**src/rtl/fighter_action_scheduler.sv**
```systemverilog
// Frame-timed action sequencer for one fighter: free movement states,
// a three-phase attack, jump, parry with cooldown, and hit stun.
// All outputs come straight from flops updated with the state register.
module fighter_action_scheduler #(
  parameter int unsigned WINDUP_FRAMES  = 3,
  parameter int unsigned STRIKE_FRAMES  = 2,
  parameter int unsigned RECOVER_FRAMES = 4,
  parameter int unsigned JUMP_FRAMES    = 16,
  parameter int unsigned PARRY_FRAMES   = 6,
  parameter int unsigned PARRY_COOLDOWN = 20,
  parameter int unsigned STUN_FRAMES    = 10
) (
  input  logic       clk,
  input  logic       reset,
  input  logic       tick,
  input  logic [6:0] ctrl_state,
  input  logic       hit_taken,
  output logic [3:0] action,
  output logic       move_left,
  output logic       move_right,
  output logic       hit_active,
  output logic       parry_active,
  output logic       parry_success,
  output logic       busy
);

  typedef enum logic [3:0] {
    S_IDLE    = 4'd0,
    S_WALK    = 4'd1,
    S_CROUCH  = 4'd2,
    S_JUMP    = 4'd3,
    S_WINDUP  = 4'd4,
    S_STRIKE  = 4'd5,
    S_RECOVER = 4'd6,
    S_PARRY   = 4'd7,
    S_STUN    = 4'd8
  } state_e;

  // Timed states are loaded with N-1 so that they last exactly N ticks.
  localparam logic [7:0] WINDUP_LOAD   = 8'(WINDUP_FRAMES - 1);
  localparam logic [7:0] STRIKE_LOAD   = 8'(STRIKE_FRAMES - 1);
  localparam logic [7:0] RECOVER_LOAD  = 8'(RECOVER_FRAMES - 1);
  localparam logic [7:0] JUMP_LOAD     = 8'(JUMP_FRAMES - 1);
  localparam logic [7:0] PARRY_LOAD    = 8'(PARRY_FRAMES - 1);
  localparam logic [7:0] STUN_LOAD     = 8'(STUN_FRAMES - 1);
  localparam logic [7:0] COOLDOWN_LOAD = 8'(PARRY_COOLDOWN);

  // Controller word decode; bit 0 carries no meaning for this block.
  logic btn_l, btn_r, btn_u, btn_d, btn_attack, btn_parry;
  logic unused_ctrl_bit0;
  assign btn_l            = ctrl_state[1];
  assign btn_r            = ctrl_state[2];
  assign btn_u            = ctrl_state[3];
  assign btn_d            = ctrl_state[4];
  assign btn_attack       = ctrl_state[5];
  assign btn_parry        = ctrl_state[6];
  assign unused_ctrl_bit0 = ctrl_state[0];

  state_e     state_q, state_d;
  logic [7:0] frame_cnt_q, frame_cnt_d;
  logic [7:0] cooldown_q, cooldown_d;
  logic       attack_prev_q, attack_prev_d;
  logic       move_left_q, move_left_d;
  logic       move_right_q, move_right_d;
  logic       hit_active_q, hit_active_d;
  logic       parry_active_q, parry_active_d;
  logic       parry_success_q, parry_success_d;
  logic       busy_q, busy_d;
  logic       parry_ready;

  // A new parry is allowed on the tick that brings the cooldown to zero,
  // so a parry entered on tick 0 can be re-entered on tick PARRY_COOLDOWN.
  assign parry_ready = (cooldown_q <= 8'd1);

  // Next-state, counter, cooldown and registered-output computation.
  always_comb begin
    // NOTE: every signal gets a default first so no path leaves it unassigned (no latches).
    state_d         = state_q;
    frame_cnt_d     = frame_cnt_q;
    cooldown_d      = cooldown_q;
    attack_prev_d   = attack_prev_q;
    parry_success_d = 1'b0;

    // Edge history and cooldown advance on every tick, hit or not.
    if (tick) begin
      attack_prev_d = btn_attack;
      if (cooldown_q != 8'd0) cooldown_d = cooldown_q - 8'd1;
    end

    if (hit_taken) begin
      if (state_q == S_PARRY) begin
        // Absorbed hit: window keeps its count, but an expiring window still closes.
        parry_success_d = 1'b1;
        if (tick && frame_cnt_q == 8'd0) state_d = S_IDLE;
      end else begin
        state_d     = S_STUN;
        frame_cnt_d = STUN_LOAD;
      end
    end else if (tick) begin
      unique case (state_q)
        S_IDLE, S_WALK, S_CROUCH: begin
          frame_cnt_d = 8'd0;
          if (btn_parry && parry_ready) begin
            state_d     = S_PARRY;
            frame_cnt_d = PARRY_LOAD;
            cooldown_d  = COOLDOWN_LOAD;
          end else if (btn_attack && !attack_prev_q) begin
            state_d     = S_WINDUP;
            frame_cnt_d = WINDUP_LOAD;
          end else if (btn_u) begin
            state_d     = S_JUMP;
            frame_cnt_d = JUMP_LOAD;
          end else if (btn_d) begin
            state_d = S_CROUCH;
          end else if (btn_l || btn_r) begin
            state_d = S_WALK;
          end else begin
            state_d = S_IDLE;
          end
        end
        default: begin
          if (frame_cnt_q != 8'd0) begin
            frame_cnt_d = frame_cnt_q - 8'd1;
          end else begin
            unique case (state_q)
              S_WINDUP: begin
                state_d     = S_STRIKE;
                frame_cnt_d = STRIKE_LOAD;
              end
              S_STRIKE: begin
                state_d     = S_RECOVER;
                frame_cnt_d = RECOVER_LOAD;
              end
              default: state_d = S_IDLE;
            endcase
          end
        end
      endcase
    end

    // Outputs are decoded from the next state so they switch with it.
    move_left_d  = 1'b0;
    move_right_d = 1'b0;
    if (state_d == S_WALK || state_d == S_JUMP) begin
      move_left_d  = btn_l;
      move_right_d = btn_r & ~btn_l;
    end
    hit_active_d   = (state_d == S_STRIKE);
    parry_active_d = (state_d == S_PARRY);
    busy_d         = !(state_d == S_IDLE || state_d == S_WALK || state_d == S_CROUCH);
  end

  // State, timing and output registers with asynchronous reset.
  always_ff @(posedge clk or posedge reset) begin
    if (reset) begin
      state_q         <= S_IDLE;
      frame_cnt_q     <= 8'd0;
      cooldown_q      <= 8'd0;
      attack_prev_q   <= 1'b0;
      move_left_q     <= 1'b0;
      move_right_q    <= 1'b0;
      hit_active_q    <= 1'b0;
      parry_active_q  <= 1'b0;
      parry_success_q <= 1'b0;
      busy_q          <= 1'b0;
    end else begin
      // NOTE: non-blocking assignments so every flop samples pre-edge values.
      state_q         <= state_d;
      frame_cnt_q     <= frame_cnt_d;
      cooldown_q      <= cooldown_d;
      attack_prev_q   <= attack_prev_d;
      move_left_q     <= move_left_d;
      move_right_q    <= move_right_d;
      hit_active_q    <= hit_active_d;
      parry_active_q  <= parry_active_d;
      parry_success_q <= parry_success_d;
      busy_q          <= busy_d;
    end
  end

  assign action        = state_q;
  assign move_left     = move_left_q;
  assign move_right    = move_right_q;
  assign hit_active    = hit_active_q;
  assign parry_active  = parry_active_q;
  assign parry_success = parry_success_q;
  assign busy          = busy_q;

endmodule
```
**config.mk**
```make
export PLATFORM = sky130hd
export DESIGN_NAME = fighter_action_scheduler
export DESIGN_NICKNAME = d
export VERILOG_FILES = /design/src/rtl/fighter_action_scheduler.sv
export SDC_FILE = /design/constraint.sdc
export NUM_CORES = 1
export LEC_CHECK = 0
export ABC_CLOCK_PERIOD_IN_PS = 2500
export CAP_MARGIN = 20
export CORE_MARGIN = 2
export CORE_UTILIZATION = 55
export DETAILED_ROUTE_END_ITERATION = 16
export GPL_TIMING_DRIVEN = 0
export MAX_ROUTING_LAYER = met4
export PLACE_DENSITY = 0.76
export SLEW_MARGIN = 15
export SYNTH_ARGS = -nofsm -noshare
export SYNTH_HDL_FRONTEND = slang
export SYNTH_SLANG_ARGS = --single-unit
```
**constraint.sdc**
```tcl
create_clock -name clk -period 2.5 [get_ports clk]
set_input_delay 0.5 -clock clk [delete_from_list [all_inputs] [get_ports clk]]
set_output_delay 0.5 -clock clk [all_outputs]
set_load 0.01 [all_outputs]
```
==> impl_metrics.json, run 1 <==
{
  "vias_per_cell": 6.13,
  "total_leakage_power_uw": 0.000823,
  "ant_nets": 0,
  "fin_hold_ws_ps": 496,
  "startpoint": "cooldown_q[4]",
  "place_hpwl_microns": 2640,
  "crit_end": "parry_active",
  "reg2regPathDepth": 7,
  "routed_wl_microns": 3540,
  "yosysTopAreaCell": "dfrtp_1",
  "overflow": 0,
  "ys_seq_area_frac": 0.407,
  "drcViolationCount": 1,
  "grt_pass1_wl_microns": 6240,
  "fillers": 239,
  "finalSetupViolCount": 0,
  "yosysMostFrequentCell": "dfrtp_1",
  "syn_to_final_growth_pct": 19.6,
  "hp-class": "in -> async",
  "async_reset_ff_frac": 1.00,
  "htreeDepth": 1,
  "crit_top_cell": "or4_4",
  "numPortBuffers": 19,
  "synth_area_leaders": "dfrtp_1 41%, nor2_1 4.1%, o21ai_0 3.3%",
  "hold_violations": 0,
  "worstSetupStartpointType": "flip-flop",
  "synth_nets": 189,
  "tightest_slew_ps": 648,
  "root_buffer": "clkbuf_4",
  "cpMaxStageDelayCell": "or4_4",
  "die_w_microns": 59.0,
  "slew_viol_final": 0,
  "drive_gt1_frac": 0.144,
  "antenna_found_initial": 0,
  "ys_ff_latch": 27,
  "cts_hold_buffers": 0,
  "cts.clk_slew.worst_paths_ps": 140,
  "endpoint_kind": "flip-flop",
  "r2r_setup_slack_ps": 100,
  "pre_cts_ws_ps": -279,
  "dr_total_vias": 1422,
  "fp.dieArea_sq_um": 3480,
  "cts_tree": "yes",
  "max_slew_margin": 0.562,
  "timing.rr.start": "cooldown_q[4]",
  "path_max_fanout": 8,
  "synth_edf_count": 0,
  "io_pins": 21,
  "grt.total_usage": 0.244,
  "syn_area_sq_um": 1660,
  "initial_core_util": 0.592,
  "fin_worst_skew_ps": 1.87,
  "place_congestion": 0.873,
  "postSynthCellCount": 174,
  "yosys_warnings": 0,
  "numCtsBuffers": 3,
  "reg2reg_to": "parry_active",
  "grt_pass1_vias": 1415,
  "fin_ws_ps": 103,
  "crit_required_ps": 2750,
  "coreArea_sq_um": 2810,
  "num_rows": 19,
  "clk_path_buf_depth": 2,
  "yosysTopAreaCellShare": 0.407,
  "peakVddDrop_mv": 0.555,
  "utilization": 0.708,
  "fin_crit_sh": 0.959,
  "clock_latency_ps": 330,
  "max_freq_mhz": 417,
  "fin_nets": 217,
  "arrival_ps": 2640,
  "grt_max_degree": 28,
  "drtIter0Drc": 87,
  "status": "complete, but fails checks",
  "drt_pass1_iterations": 10,
  "power_per_cell_area_nw_per_um2": 573,
  "violations": "DRC",
  "syn_area_per_cell_sq_um": 9.55,
  "synth_cell_types": 56,
  "ys.flop_type": "dfrtp_1",
  "worstSetupPathType": "reg -> reg",
  "die_y_microns": 59.0,
  "post_drt_wl_per_cell_microns": 15.3,
  "period_needed_ps": 2400,
  "max_stage_delay_ps": 570,
  "grt_setup_unrepaired": "no",
  "n_antenna_cell": 0,
  "cap_violations": 0,
  "cts.sinks": 27,
  "worstPathCellList": "or4_4 > or4_4 > buf_6 > a31oi_4 > a221oi_2 > buf_4 > nor4_2",
  "synthTopCellsByCount": "27 x dfrtp_1, 18 x nor2_1, 11 x inv_1, 11 x o21ai_0, 8 x nand2_1"
}
-- how the worst min path moves through the flow --
stage	slack (ps)	cells after the start	to
3_3_place_gp	480	1	attack_prev_q
6_report	500	2	move_right
2_1_floorplan	470	1	attack_prev_q
5_1_grt	550	1	attack_prev_q
3_5_place_dp	490	1	attack_prev_q
4_1_cts	520	1	attack_prev_q
-- stage by stage --
step                      instances  power, uW  TNS (ps)  instance area (sq um)
after global placement          224        919      -744                   1890
after floorplan                 174        850         0                   1660
after detailed placement        224        945     -1340                   1890
after global routing            232       1230         0                   1990
final                           232       1140         0                   1990
after CTS                       229       1140         0                   1930
-- layout by cell type (no fill, tap or decap), drive strengths merged, types with 3 or more instances in the layout --
| cell | instances |
|---|---|
| a211oi | 5 |
| a21oi | 4 |
| buf | 6 |
| clkbuf | 7 |
| clkdlybuf4s50 | 19 |
| dfrtp | 27 |
| ha | 4 |
| inv | 11 |
| nand2 | 8 |
| nand2b | 8 |
| nand3 | 4 |
| nand4 | 3 |
| nor2 | 18 |
| nor3 | 5 |
| nor4b | 4 |
| o21ai | 11 |
| o31ai | 5 |
| or4 | 5 |
| xnor2 | 4 |
| xor2 | 4 |
-- final cells by class --
class | count | area, sq um | share of cell area
multi-input combinational | 129 | 941 | 0.474
tap | 31 | 38.8 | 0.0195
clock buffer | 3 | 22.5 | 0.0113
inverter | 12 | 45.0 | 0.0227
clock inverter | 1 | 5.00 | 0.00252
buffer | 6 | 31.3 | 0.0157
timing repair buffer | 23 | 228 | 0.115
sequential | 27 | 676 | 0.340
-- repair_timing --
action,in CTS,in global routing
setup endpoints to repair,7,9
pin swaps,1,1
hold endpoints to repair,0,0
setup buffers,1,2
resized for setup,1,4
-- cells by family (layout without fill, tap and decap cells) --
logic type	Yosys count	count (layout)	synth area share
buffers and inverters	18	45	0.0459
muxes	1	1	0.00678
DFF	27	27	0.407
and+or+nand+nor	69	69	0.253
adders and majority gates	4	4	0.0301
xor gates and xnor gates	8	8	0.0422
AOI/OAI and AO/OA	47	47	0.215
-- worst max-delay path: cells and delay by family (launching register included) --
| family | cells | cell delay, ps |
|---|---|---|
| buffers and inverters | 2 | 320 |
| AO/OA/AOI/OAI | 2 | 240 |
| AND/OR/NAND/NOR | 3 | 1300 |
| flip-flops | 1 | 460 |
-- power by group --
| group | total (uW) | internal (uW) | switching [uW] |
|---|---|---|---|
| sequential | 600 | 514 | 86.0 |
| combinational | 351 | 165 | 186 |
| clock | 189 | 60.1 | 128 |
| total | 1140 | 739 | 400 |
-- flip-flops by register name, summed over array words and instances (netlist names) --
name	count
cooldown_q	8
move_left	1
action	4
move_right	1
busy	1
parry_active	1
hit_active	1
attack_prev_q	1
parry_success	1
frame_cnt_q	8
-- layer usage --
layer / track usage / vias up / share of wire
met5: - / - / 0
met3: 0.0198 / 8 / 0.030
li1: - / 695 / -
met2: 0.397 / 29 / 0.50
met1: 0.298 / 690 / 0.44
met4: 0.140 / 0 / 0.024
Note: power is estimated with default switching activity, not from simulation.
==> run 2, diff against run 1 <==
Settings changed: ABC_CLOCK_PERIOD_IN_PS 2500 to 2400.
Clock period 2.5 ns to 2.4 ns, I/O delays scaled along.
==> run 2 against run 1 <==
- the run still ends with DRC left
- final cell count rose by 1.3%
- die area did not move
- critical path depth fell by 1
- clock-buffer cell count did not move
- via count rose by 1.5%
- worst setup slack got worse by 2.9 ps
- routed wire length rose by 3.0%
- sequential power rose by 3.3%
- clock skew fell by 0.85 ps
- register-to-register slack barely moved
- global-route usage barely moved
- non-clock buffer count rose by 3
- critical path type unchanged
==> impl_metrics.json, run 2 (same netlist as run 1, synthesis figures left out) <==
{
  "path_max_fanout": 8,
  "fp.dieArea_sq_um": 3480,
  "cts.sinks": 27,
  "clk_path_buf_depth": 2,
  "fin_nets": 220,
  "final_area_sq_um": 2010,
  "numPortBuffers": 19,
  "layout_commonest_cell": "dfrtp_1",
  "grt_pass1_vias": 1425,
  "peakVddDrop_mv": 0.582,
  "violations": "DRC",
  "hold_violations": 0,
  "htreeDepth": 1,
  "placed_area_sq_um": 1890,
  "die_w_microns": 59.0,
  "numCtsBuffers": 3,
  "vias_per_cell": 6.14,
  "clock_latency_ps": 330,
  "fin_ws_ps": 100,
  "max_slew_margin": 0.561,
  "drt_pass1_iterations": 11,
  "worstSetupStartpointType": "flip-flop",
  "io_pins": 21,
  "cap_violations": 0,
  "drtIter0Drc": 131,
  "antenna_found_initial": 0,
  "place_congestion": 0.873,
  "total_leakage_power_uw": 0.000838,
  "fin_hold_ws_ps": 475,
  "max_freq_mhz": 435,
  "drcViolationCount": 1,
  "root_buffer": "clkbuf_4",
  "period_needed_ps": 2300,
  "hp-class": "in -> async",
  "fin_worst_skew_ps": 1.02,
  "place_hpwl_microns": 2640,
  "pre_cts_ws_ps": -359,
  "power_per_cell_area_nw_per_um2": 606,
  "num_rows": 19,
  "routed_wl_microns": 3650,
  "grt_pass1_wl_microns": 6270,
  "drive_gt1_frac": 0.162,
  "slew_viol_final": 0,
  "fin_crit_sh": 0.958,
  "cts_hold_buffers": 0,
  "post_drt_wl_per_cell_microns": 15.5,
  "finalSetupViolCount": 0,
  "cts.clk_slew.worst_paths_ps": 140,
  "syn_to_final_growth_pct": 21.2,
  "worstSetupPathType": "reg -> reg",
  "n_antenna_cell": 0,
  "endpoint_kind": "flip-flop",
  "grt.total_usage": 0.245,
  "power.total_uw": 1220,
  "die_y_microns": 59.0,
  "cts_tree": "yes",
  "dr_total_vias": 1443,
  "status": "complete, but fails checks",
  "grt_max_degree": 28,
  "coreArea_sq_um": 2810,
  "crit_required_ps": 2650,
  "final_cell_mix": "27 x dfrtp_1, 19 x clkdlybuf4s50_1, 17 x nor2_1, 11 x o21ai_0, 11 x inv_1",
  "tightest_slew_ps": 649,
  "utilization": 0.718,
  "arrival_ps": 2550,
  "ant_nets": 0,
  "initial_core_util": 0.592,
  "overflow": 0
}
run 2: cell types whose count changed in the layout (fill, tap and decap cells not counted):
cell      before  now
ha_1           4    3
buf_2          1    0
a32oi_4        1    0
buf_4          3    7
clkbuf_4       3    4
nor2_4         0    1
nor2_2         1    0
buf_6          1    0
a32oi_2        0    1
ha_4           0    1
run 2: worst max-delay path, cell delays in order (launching register included):
cell and delay, ps:
dfrtp_1 420, or4_4 560, or4_4 560, a31oi_4 180
a221oi_2 80, buf_4 170, nor4_2 240
run 2: routing by layer:
metal / GRT usage / up-vias / wire length [microns]
met5: - / - / 0
met4: 0.140 / 0 / 91
met3: 0.0198 / 8 / 132
met2: 0.400 / 38 / 1790
met1: 0.296 / 694 / 1630
li1: - / 703 / -
run 2: path summary, 6_finish.rpt:
check	start	end	slack [ps]	depth (start not counted)
hold reg to reg	attack_prev_q	attack_prev_q	520	1
hold / removal	reset	move_right	470	2
setup / recovery	cooldown_q[6]	parry_active	100	6
max in group asynchronous	reset	frame_cnt_q[3]	1440	3
min in group clk	attack_prev_q	attack_prev_q	520	1
setup reg to reg	cooldown_q[6]	parry_active	100	6
run 2: cell type report:
class / count / area [sq um]
tap: 31 / 38.8
fill: 239 / 791
buffer: 5 / 22.5
multi-input combinational: 129 / 947
inverter: 12 / 45.0
clock inverter: 1 / 5.00
timing repair buffer: 27 / 258
clock buffer: 3 / 22.5
sequential: 27 / 676
run 2: timing repair:
action,CTS,global route
endpoints found under the setup margin,10,11
resized for setup,2,6
hold endpoints to repair,0,0
pin swaps,2,3
buffers inserted,2,5
run 2: power by group:
group,internal [uW],switching [uW]
clock,62.7,135
sequential,535,84.5
combinational,195,208
total,793,428
run 2: per-stage QoR:
| stage | std cells | setup TNS [ps] |
|---|---|---|
| CTS | 230 | 0 |
| global placement | 224 | -1620 |
| global route | 235 | -7.27 |
| detailed placement | 224 | -2570 |
| floorplan | 174 | 0 |
| finish | 235 | 0 |
